$ cat src/rtl/axi_rd_responder_if.sv
// axi_rd_responder_if
//   Cache-side read channel bundle for axi_rd_responder.
//   master : requester (drives request, address, type, rready)
//   slave  : responder (drives arready, rvalid, rdata, rlast)
interface axi_rd_responder_if;
   logic        axi_rreq;
   logic [1:0]  axi_rtype;
   logic [31:0] axi_raddr;
   logic        axi_rready;
   logic        axi_arready;
   logic        axi_rvalid;
   logic [31:0] axi_rdata;
   logic [1:0]  axi_rlast;

   modport master (
      output axi_rreq, axi_rtype, axi_raddr, axi_rready,
      input  axi_arready, axi_rvalid, axi_rdata, axi_rlast
   );

   modport slave (
      input  axi_rreq, axi_rtype, axi_raddr, axi_rready,
      output axi_arready, axi_rvalid, axi_rdata, axi_rlast
   );
endinterface

$ cat src/rtl/axi_rd_responder.sv
// axi_rd_responder
//   Answers single-beat and line-burst read requests from a synchronous RAM.
//   Ports:
//     clk        - rising-edge clock
//     rst        - asynchronous active-high reset
//     axi        - read channel (slave modport): rreq/rtype/raddr/rready in,
//                  arready/rvalid/rdata/rlast out
//     ram_en     - RAM read strobe
//     ram_addr   - RAM byte address (word aligned)
//     ram_rdata  - RAM data, valid the cycle after ram_en
module axi_rd_responder #(
   parameter int unsigned BURST_LEN  = 8,
   parameter logic [1:0]  LINE_RTYPE = 2'b11
) (
   input  logic                clk,
   input  logic                rst,
   axi_rd_responder_if.slave   axi,
   output logic                ram_en,
   output logic [31:0]         ram_addr,
   input  logic [31:0]         ram_rdata
);

   localparam logic [0:0] IDLE = 1'b0;
   localparam logic [0:0] RUN  = 1'b1;
   localparam logic [3:0] BURST_CNT = 4'(BURST_LEN);

   logic [0:0]  state;
   logic [31:0] base;
   logic [3:0]  count;
   logic [3:0]  issue_cnt;
   logic [3:0]  beat_cnt;
   logic        pend;
   logic [31:0] mem [2];
   logic        wr_ptr;
   logic        rd_ptr;
   logic [1:0]  occ;

   logic accept, rvalid, pop, fifo_pop, push, last_hs, room;
   logic unused_raddr_lsb;

   assign unused_raddr_lsb = ^axi.axi_raddr[1:0];

   assign axi.axi_arready = (state == IDLE) && !rst;
   assign accept          = axi.axi_rreq && axi.axi_arready;

   // The returning RAM word is visible straight away (write-through FIFO),
   // which gives the first beat one cycle after ram_en. If it is not taken
   // in that cycle it is captured and re-presented from the FIFO head.
   assign rvalid   = (occ != 2'd0) || pend;
   assign pop      = rvalid && axi.axi_rready;
   assign fifo_pop = pop && (occ != 2'd0);
   assign push     = pend && !(pop && (occ == 2'd0));
   assign last_hs  = pop && (beat_cnt == count - 4'd1);

   assign axi.axi_rvalid = rvalid;
   assign axi.axi_rdata  = (occ != 2'd0) ? mem[rd_ptr] :
                           (pend ? ram_rdata : '0);
   assign axi.axi_rlast  = (rvalid && (beat_cnt == count - 4'd1)) ? 2'b01 : 2'b00;

   // In-flight read plus stored beats may never exceed the two FIFO slots.
   assign room     = ({2'b00, pend} + {1'b0, occ}) < 3'd2;
   assign ram_en   = (state == RUN) && room && (issue_cnt < count);
   assign ram_addr = base + {26'b0, issue_cnt, 2'b00};

   always_ff @(posedge clk or posedge rst) begin
      if (rst) begin
         state     <= IDLE;
         base      <= '0;
         count     <= '0;
         issue_cnt <= '0;
         beat_cnt  <= '0;
         pend      <= 1'b0;
         mem[0]    <= '0;
         mem[1]    <= '0;
         wr_ptr    <= 1'b0;
         rd_ptr    <= 1'b0;
         occ       <= '0;
      end else begin
         pend <= ram_en;

         if (push) begin
            mem[wr_ptr] <= ram_rdata;
            wr_ptr      <= ~wr_ptr;
         end
         if (fifo_pop) begin
            rd_ptr <= ~rd_ptr;
         end
         case ({push, fifo_pop})
            2'b10:   occ <= occ + 2'd1;
            2'b01:   occ <= occ - 2'd1;
            default: occ <= occ;
         endcase

         case (state)
            IDLE: begin
               if (accept) begin
                  state     <= RUN;
                  issue_cnt <= '0;
                  beat_cnt  <= '0;
                  if (axi.axi_rtype == LINE_RTYPE) begin
                     base  <= {axi.axi_raddr[31:5], 5'b0};
                     count <= BURST_CNT;
                  end else begin
                     base  <= {axi.axi_raddr[31:2], 2'b00};
                     count <= 4'd1;
                  end
               end
            end
            default: begin
               if (ram_en) issue_cnt <= issue_cnt + 4'd1;
               if (pop)    beat_cnt  <= beat_cnt + 4'd1;
               if (last_hs) state <= IDLE;
            end
         endcase
      end
   end

endmodule

$ cat src/flat_wrapper.sv
// flat-port wrapper written by rule: the top's interface ports become plain ports
module axi_rd_responder_flat 
#(
   parameter int unsigned BURST_LEN  = 8,
   parameter logic [1:0]  LINE_RTYPE = 2'b11
)
  (clk, rst, ram_en, ram_addr, ram_rdata, axi_axi_rreq, axi_axi_rtype, axi_axi_raddr, axi_axi_rready, axi_axi_arready, axi_axi_rvalid, axi_axi_rdata, axi_axi_rlast);
  axi_rd_responder_if axi_i ();
  input  logic clk;
  input  logic rst;
  output logic ram_en;
  output logic [31:0] ram_addr;
  input  logic [31:0] ram_rdata;
  input wire logic [$bits(axi_i.axi_rreq)-1:0] axi_axi_rreq;
  input wire logic [$bits(axi_i.axi_rtype)-1:0] axi_axi_rtype;
  input wire logic [$bits(axi_i.axi_raddr)-1:0] axi_axi_raddr;
  input wire logic [$bits(axi_i.axi_rready)-1:0] axi_axi_rready;
  output wire logic [$bits(axi_i.axi_arready)-1:0] axi_axi_arready;
  output wire logic [$bits(axi_i.axi_rvalid)-1:0] axi_axi_rvalid;
  output wire logic [$bits(axi_i.axi_rdata)-1:0] axi_axi_rdata;
  output wire logic [$bits(axi_i.axi_rlast)-1:0] axi_axi_rlast;
  assign axi_i.axi_rreq = axi_axi_rreq;
  assign axi_i.axi_rtype = axi_axi_rtype;
  assign axi_i.axi_raddr = axi_axi_raddr;
  assign axi_i.axi_rready = axi_axi_rready;
  assign axi_axi_arready = axi_i.axi_arready;
  assign axi_axi_rvalid = axi_i.axi_rvalid;
  assign axi_axi_rdata = axi_i.axi_rdata;
  assign axi_axi_rlast = axi_i.axi_rlast;
  axi_rd_responder #(.BURST_LEN(BURST_LEN), .LINE_RTYPE(LINE_RTYPE)) u_core (.clk(clk), .rst(rst), .axi(axi_i), .ram_en(ram_en), .ram_addr(ram_addr), .ram_rdata(ram_rdata));
endmodule
$ cat config.mk
export PLATFORM = sky130hd
export DESIGN_NAME = axi_rd_responder_flat
export DESIGN_NICKNAME = d
export VERILOG_FILES = /design/src/rtl/axi_rd_responder_if.sv /design/src/rtl/axi_rd_responder.sv /design/src/flat_wrapper.sv
export SDC_FILE = /design/constraint.sdc
export NUM_CORES = 1
export LEC_CHECK = 0
export CAP_MARGIN = 20
export CORE_ASPECT_RATIO = 0.5
export CORE_MARGIN = 2
export CORE_UTILIZATION = 30
export DETAILED_ROUTE_END_ITERATION = 12
export PLACE_DENSITY_LB_ADDON = 0.2
export SYNTH_ARGS = -nofsm -noshare
export SYNTH_HDL_FRONTEND = slang
export SYNTH_SLANG_ARGS = --single-unit
$ cat constraint.sdc
create_clock -name clk -period 4.1 [get_ports clk]
set_input_delay 0.615 -clock clk [delete_from_list [all_inputs] [get_ports clk]]
set_output_delay 0.615 -clock clk [all_outputs]
set_load 0.05 [all_outputs]
==> qor.txt, run 1 <==
num rows: 35
Crit path max-delay family: buffers and inverters
Via density: 4.60
reg2reg start: u_core.pend$_DFF_PP0_
f_max: 267 MHz
port bufs: 133
CP Max Fanout: 6
RSZ-0062 raised after global routing: false
via count: 4,309
Clock Path Buffers: 2
setup TNS: 0 ns
Final #Nets: 752
Initial Util: 30.6%
power per cell area: 926 nW/um^2
worst-margin pin slew: 1.07 ns
TritonCTS Buffers: 9
Area Overhead vs Synth: 34.9%
Root Driver: clkbuf_16
initial DRC count: 179
FF-to-FF setup slack: 1.65 ns
layout cell share with drive strength beyond 1: 14.7%
Worst R2R End: u_core.mem[40]$_DFFE_PP0P_
Post-CTS Setup Repair Bufs: 0
met1 Usage GRT: 19.3%
GP Congestion: 0.705
layer with the highest usage: met2
YS warnings: 0
Final WS setup: 0.358 ns
antenna cell count: 0
pin count of the biggest net entering global routing: 85
CTS H-tree lvls: 3
initial antenna violation count: 0
post-synthesis cell count: 549
part of the cycle the worst path needs: 91.3%
Max stage delay on crit path: 0.84 ns
most used cell, CP: nand3_1
Die X: 198 um
placed cells: 920
critical path type: register to primary output
Setup crit end kind: primary output
Min-Delay Endpoint: u_core.base[2]$_DFFE_PP0P_
HPWL after DPL: 9240 um
fillers: 1,844
max_cap viols: 0
Final Instance Count excl. Fillers: 937
drt first pass iters: 4
GRT Total Usage: 14.3%
Worst EP arrival: 3.13 ns
Period minus WS final: 3.74 ns
Reg2Reg Depth: 4
Mapped Area: 5650 um^2
max_slew headroom: 28.3%
Main synth FF type: dfrtp_1
Clock Latency Late Sink: 0.35 ns
Leakage: 3.24 nW
CTS tree: yes
final wirelength: 13,600 um
final hold violation count: 0
Slew Viols, Final: 0
Setup crit start kind: register
number of antenna-violating nets in the routed design: 0
Critical-path top delay cell: clkdlybuf4s50_1
DRC violations left: 0
synth unique cells: 40
flops & latches, synth: 110
GR met2 Demand/Resource: 23.0%
Clk pin slew, worst setup/hold paths: 0.07 ns
hold path depth: 2
status: completed
post-synthesis area per instance: 10.3 um^2
Core Region: 18,400 um^2
Hold WS: 0.479 ns
Post-synth EDFFs: 0
crit path cell chain: ha_1, fa_1, nand3_1, a21boi_0, nand3_1, xnor2_1, clkdlybuf4s50_1
first-pass GRT wire length: 22,200 um
die area: 20,000 um^2
I/O pins: 139
total power: 7.06 mW
Die H: 101 um
pre-CTS WS: 0.732 ns
CTS Hold Bufs: 0
vias in the first global route: 4,331
Worst VDD drop: 0.376 mV
CTS sink cnt: 110
worst path required time: 3.48 ns
Worst Path Buf+Inv: 1
async set-reset flop share out of synthesis: 100%
final setup vio count: 0
post-CTS sizing: 0
GRT overflow: 0
HP Class: register to register
Worst Hold Launch: u_core.base[2]$_DFFE_PP0P_
met3 GRT Util: 3.88%
clock skew: 0.00821 ns
DR WL/cell: 14.6 um
sequential-to-total area share from yosys stat: 48.7%
## cell type report
class | instances | area, um^2 | area share [%]
well taps | 259 | 324 | 4.25
flip-flops and latches | 110 | 2750 | 36.1
inverters | 8 | 32.5 | 0.427
clock inverters | 5 | 83.8 | 1.10
clock buffers | 11 | 233 | 3.05
multi-input cells | 398 | 2750 | 36.0
repair buffers | 146 | 1450 | 19.0
## worst max-delay path by stage
stage,startpoint,endpoint,slack [ns],cells past startpoint
5_1_grt,u_core.issue_cnt[0]$_DFFE_PP0P_,ram_addr[16],0.11,7
4_1_cts,u_core.issue_cnt[0]$_DFFE_PP0P_,ram_addr[16],0.29,7
6_report,u_core.issue_cnt[0]$_DFFE_PP0P_,ram_addr[16],0.36,7
2_1_floorplan,rst,u_core.base[10]$_DFFE_PP0P_,0.58,1
3_5_place_dp,u_core.issue_cnt[0]$_DFFE_PP0P_,ram_addr[12],0.73,7
3_3_place_gp,u_core.issue_cnt[0]$_DFFE_PP0P_,ram_addr[16],0.72,7
## cell usage after synthesis (all sizes together), types with 2 or more instances
cell    instances  share of area [%]
buf            13                1.4
nand3          50                4.4
mux2i          33                5.8
xnor2          28                4.3
xor2            8                1.2
or4             2               0.27
nand4          16                1.8
a21boi          2               0.27
nand2         104                6.9
nor3            4               0.35
o21ai          37                3.3
and3            3               0.33
o31ai           2               0.27
nor2           13               0.86
ha              8                1.8
inv             8               0.53
o211ai          2               0.27
clkbuf         22                1.5
nor4            2               0.22
a21oi           2               0.18
mux2           65                 13
dfrtp         110                 49
## layer usage
| metal | vias to the layer above | part of all wire (%) |
|---|---|---|
| met3 | 10 | 4.1 |
| met4 | 0 | 0.89 |
| li1 | 2144 | - |
| met5 | - | 0 |
| met2 | 72 | 46 |
| met1 | 2083 | 49 |
## registers in the layout (all words and copies together), names as in the netlist
name,cells
u_core.state,1
u_core.mem,64
u_core.issue_cnt,4
u_core.beat_cnt,4
u_core.count,2
u_core.occ,2
u_core.wr_ptr,1
u_core.rd_ptr,1
u_core.pend,1
u_core.base,30
## stage by stage
step	utilization [%]	area, um^2
final	41.3	7620
after detailed placement	39.5	7280
after floorplan	-	5660
after global routing	41.3	7620
after global placement	39.5	7280
after CTS	41.2	7590
## logic make-up after synthesis
family          count (synthesis)  synth area share, %
compound gates                 51                 5.12
xor+xnor                       36                 5.58
fa+ha+maj                       9                 2.13
buf+inv                        43                 3.35
flops                         110                 48.7
mux                            98                 18.8
other cells                     1               0.0664
simple gates                  201                 16.2
## cells in the final DEF, fill, tap and decap left out, types with 2 or more instances in the layout
cell	count
nor2_1	11
clkbuf_1	2
clkinvlp_4	2
nand3_1	49
o211ai_1	2
or4_1	2
conb_1	3
ha_1	8
mux2_2	65
buf_4	12
clkdlybuf4s50_1	133
nor2_4	2
a21oi_1	2
mux2i_1	33
xor2_1	8
o21ai_0	37
nor3_1	4
nand4_1	16
dfrtp_1	109
inv_1	7
bufinv_16	2
and3_1	3
nand2_1	104
a21boi_0	2
o31ai_1	2
clkbuf_16	9
xnor2_1	28
## worst min-delay path, delay by kind of cell, from the launching register on
family	cells	cell delay, ns
and+or+nand+nor	2	0.10
DFF	1	0.35
## where the power goes
part / switching [mW] / internal, mW
sequential: 0.430 / 1.61
combinational: 2.53 / 1.55
clock: 0.403 / 0.538
Note: power is estimated with default switching activity, not from simulation.
==> run 2: changes to the inputs <==
CAP_MARGIN = not set   (was 20)
==> run 2 against run 1 <==
Power hardly changed. Clock power hardly changed. First-iteration DRC count is 27% higher. Sequential share of layout area is 0.13 points higher. Clock skew hardly changed. Routed wire length is 0.12% higher.
==> qor.txt, run 2 (synthesized netlist as in run 1, its figures left out) <==
max reg flops: 64
TritonCTS Buffers: 9
hold path depth: 2
GRT overflow: 0
status: completed
Die X: 198 um
layout cell share with drive strength beyond 1: 14.6%
total power: 7.06 mW
Final Util: 41.2%
final wirelength: 13,700 um
FF-to-FF setup slack: 1.65 ns
number of antenna-violating nets in the routed design: 0
CP Max Fanout: 6
Max stage delay on crit path: 0.84 ns
num rows: 35
HP Class: register to register
Hold WS: 0.481 ns
CTS Hold Bufs: 0
Clock Latency Late Sink: 0.35 ns
Leakage: 3.23 nW
pin count of the biggest net entering global routing: 85
Largest regs: u_core.mem x64, u_core.base x30
GRT Total Usage: 14.3%
crit path cell chain: ha_1, fa_1, nand3_1, a21boi_0, nand3_1, xnor2_1, clkdlybuf4s50_1
GP Congestion: 0.705
max_cap viols: 0
Period minus WS final: 3.75 ns
worst-margin pin slew: 1.08 ns
f_max: 267 MHz
met1 Usage GRT: 19.3%
Clk pin slew, worst setup/hold paths: 0.07 ns
Crit path max-delay family: buffers and inverters
final setup vio count: 0
Area Overhead vs Synth: 34.4%
Setup crit start kind: register
layer with the highest usage: met2
Initial Util: 30.6%
Setup crit end kind: primary output
met3 GRT Util: 3.88%
die area: 20,000 um^2
Final #Nets: 751
Core Region: 18,400 um^2
Critical-path top delay cell: clkdlybuf4s50_1
part of the cycle the worst path needs: 91.4%
Clock Path Buffers: 2
GR met2 Demand/Resource: 23.0%
I/O pins: 139
Die H: 101 um
max_slew headroom: 27.8%
DR WL/cell: 14.6 um
initial antenna violation count: 0
vias in the first global route: 4,331
CTS tree: yes
CTS H-tree lvls: 3
Root Driver: clkbuf_16
Worst EP arrival: 3.13 ns
port bufs: 133
initial DRC count: 227
Slew Viols, Final: 0
Post-CTS Setup Repair Bufs: 0
worst path required time: 3.48 ns
drt first pass iters: 4
most flop-heavy register: u_core.mem
Reg2Reg Depth: 4
CTS sink cnt: 110
Worst VDD drop: 0.376 mV
antenna cell count: 0
HPWL after DPL: 9240 um
DRC violations left: 0
post-CTS sizing: 0
setup TNS: 0 ns
Worst Path Buf+Inv: 1
most frequent cells in the layout: clkdlybuf4s50_1 (133), dfrtp_1 (109), nand2_1 (104)
clock skew: 0.00832 ns
Via density: 4.61
final hold violation count: 0
power per cell area: 929 nW/um^2
most used cell, CP: nand3_1
RSZ-0062 raised after global routing: false
first-pass GRT wire length: 22,200 um
via count: 4,312
critical path type: register to primary output
Worst path depth: 7
commonest non-fill, non-tap cell in the layout: clkdlybuf4s50_1
run 2: changes by cell type in the layout (fill, tap and decap cells not counted):
cell	before	now
buf_16	1	0
run 2: final timing paths:
kind | start | endpoint
setup / recovery | u_core.issue_cnt[0]$_DFFE_PP0P_ | ram_addr[16]
hold / removal | u_core.base[2]$_DFFE_PP0P_ | u_core.base[2]$_DFFE_PP0P_
setup reg to reg | u_core.pend$_DFF_PP0_ | u_core.mem[43]$_DFFE_PP0P_
hold reg to reg | u_core.base[2]$_DFFE_PP0P_ | u_core.base[2]$_DFFE_PP0P_
max in group asynchronous | rst | u_core.mem[46]$_DFFE_PP0P_
min in group asynchronous | rst | u_core.count[0]$_DFFE_PP0P_
run 2: layout make-up:
class / count / area, um^2
Tap cell: 259 / 324
Timing Repair Buffer: 145 / 1420
Sequential cell: 110 / 2750
Inverter: 8 / 32.5
Multi-Input combinational cell: 398 / 2750
Clock buffer: 11 / 233
Clock inverter: 5 / 83.8
Fill cell: 1847 / 10800
run 2: through the flow:
stage	area, um^2	worst slack, ns	instances
2_1_floorplan	5660	0.583	551
3_3_place_gp	7280	0.715	920
3_5_place_dp	7280	0.732	920
4_1_cts	7590	0.293	936
5_1_grt	7590	0.107	936
6_report	7590	0.353	936
run 2: worst reg2reg max path: stages (launching register included):
cell	delay (ns)
dfrtp_1	0.35
buf_4	0.41
o31ai_1	0.27
nor2_4	0.87
mux2_2	0.44
run 2: routing by layer:
metal,routed length (um),vias up
met5,0,-
met4,122,0
met3,534,10
met2,6310,67
met1,6700,2091
li1,-,2144
run 2: where the power goes:
| group | total (mW) | internal (mW) | switching [mW] |
|---|---|---|---|
| clock | 0.940 | 0.538 | 0.403 |
| combinational | 4.08 | 1.55 | 2.53 |
| sequential | 2.04 | 1.61 | 0.431 |
==> run 3: changes to the inputs <==
SKIP_CTS_REPAIR_TIMING = 1   (was not set)
TNS_END_PERCENT = 10   (was not set)
==> results of run 3 <==
No change in the layout: final DEF, timing and power equal those of run 2.
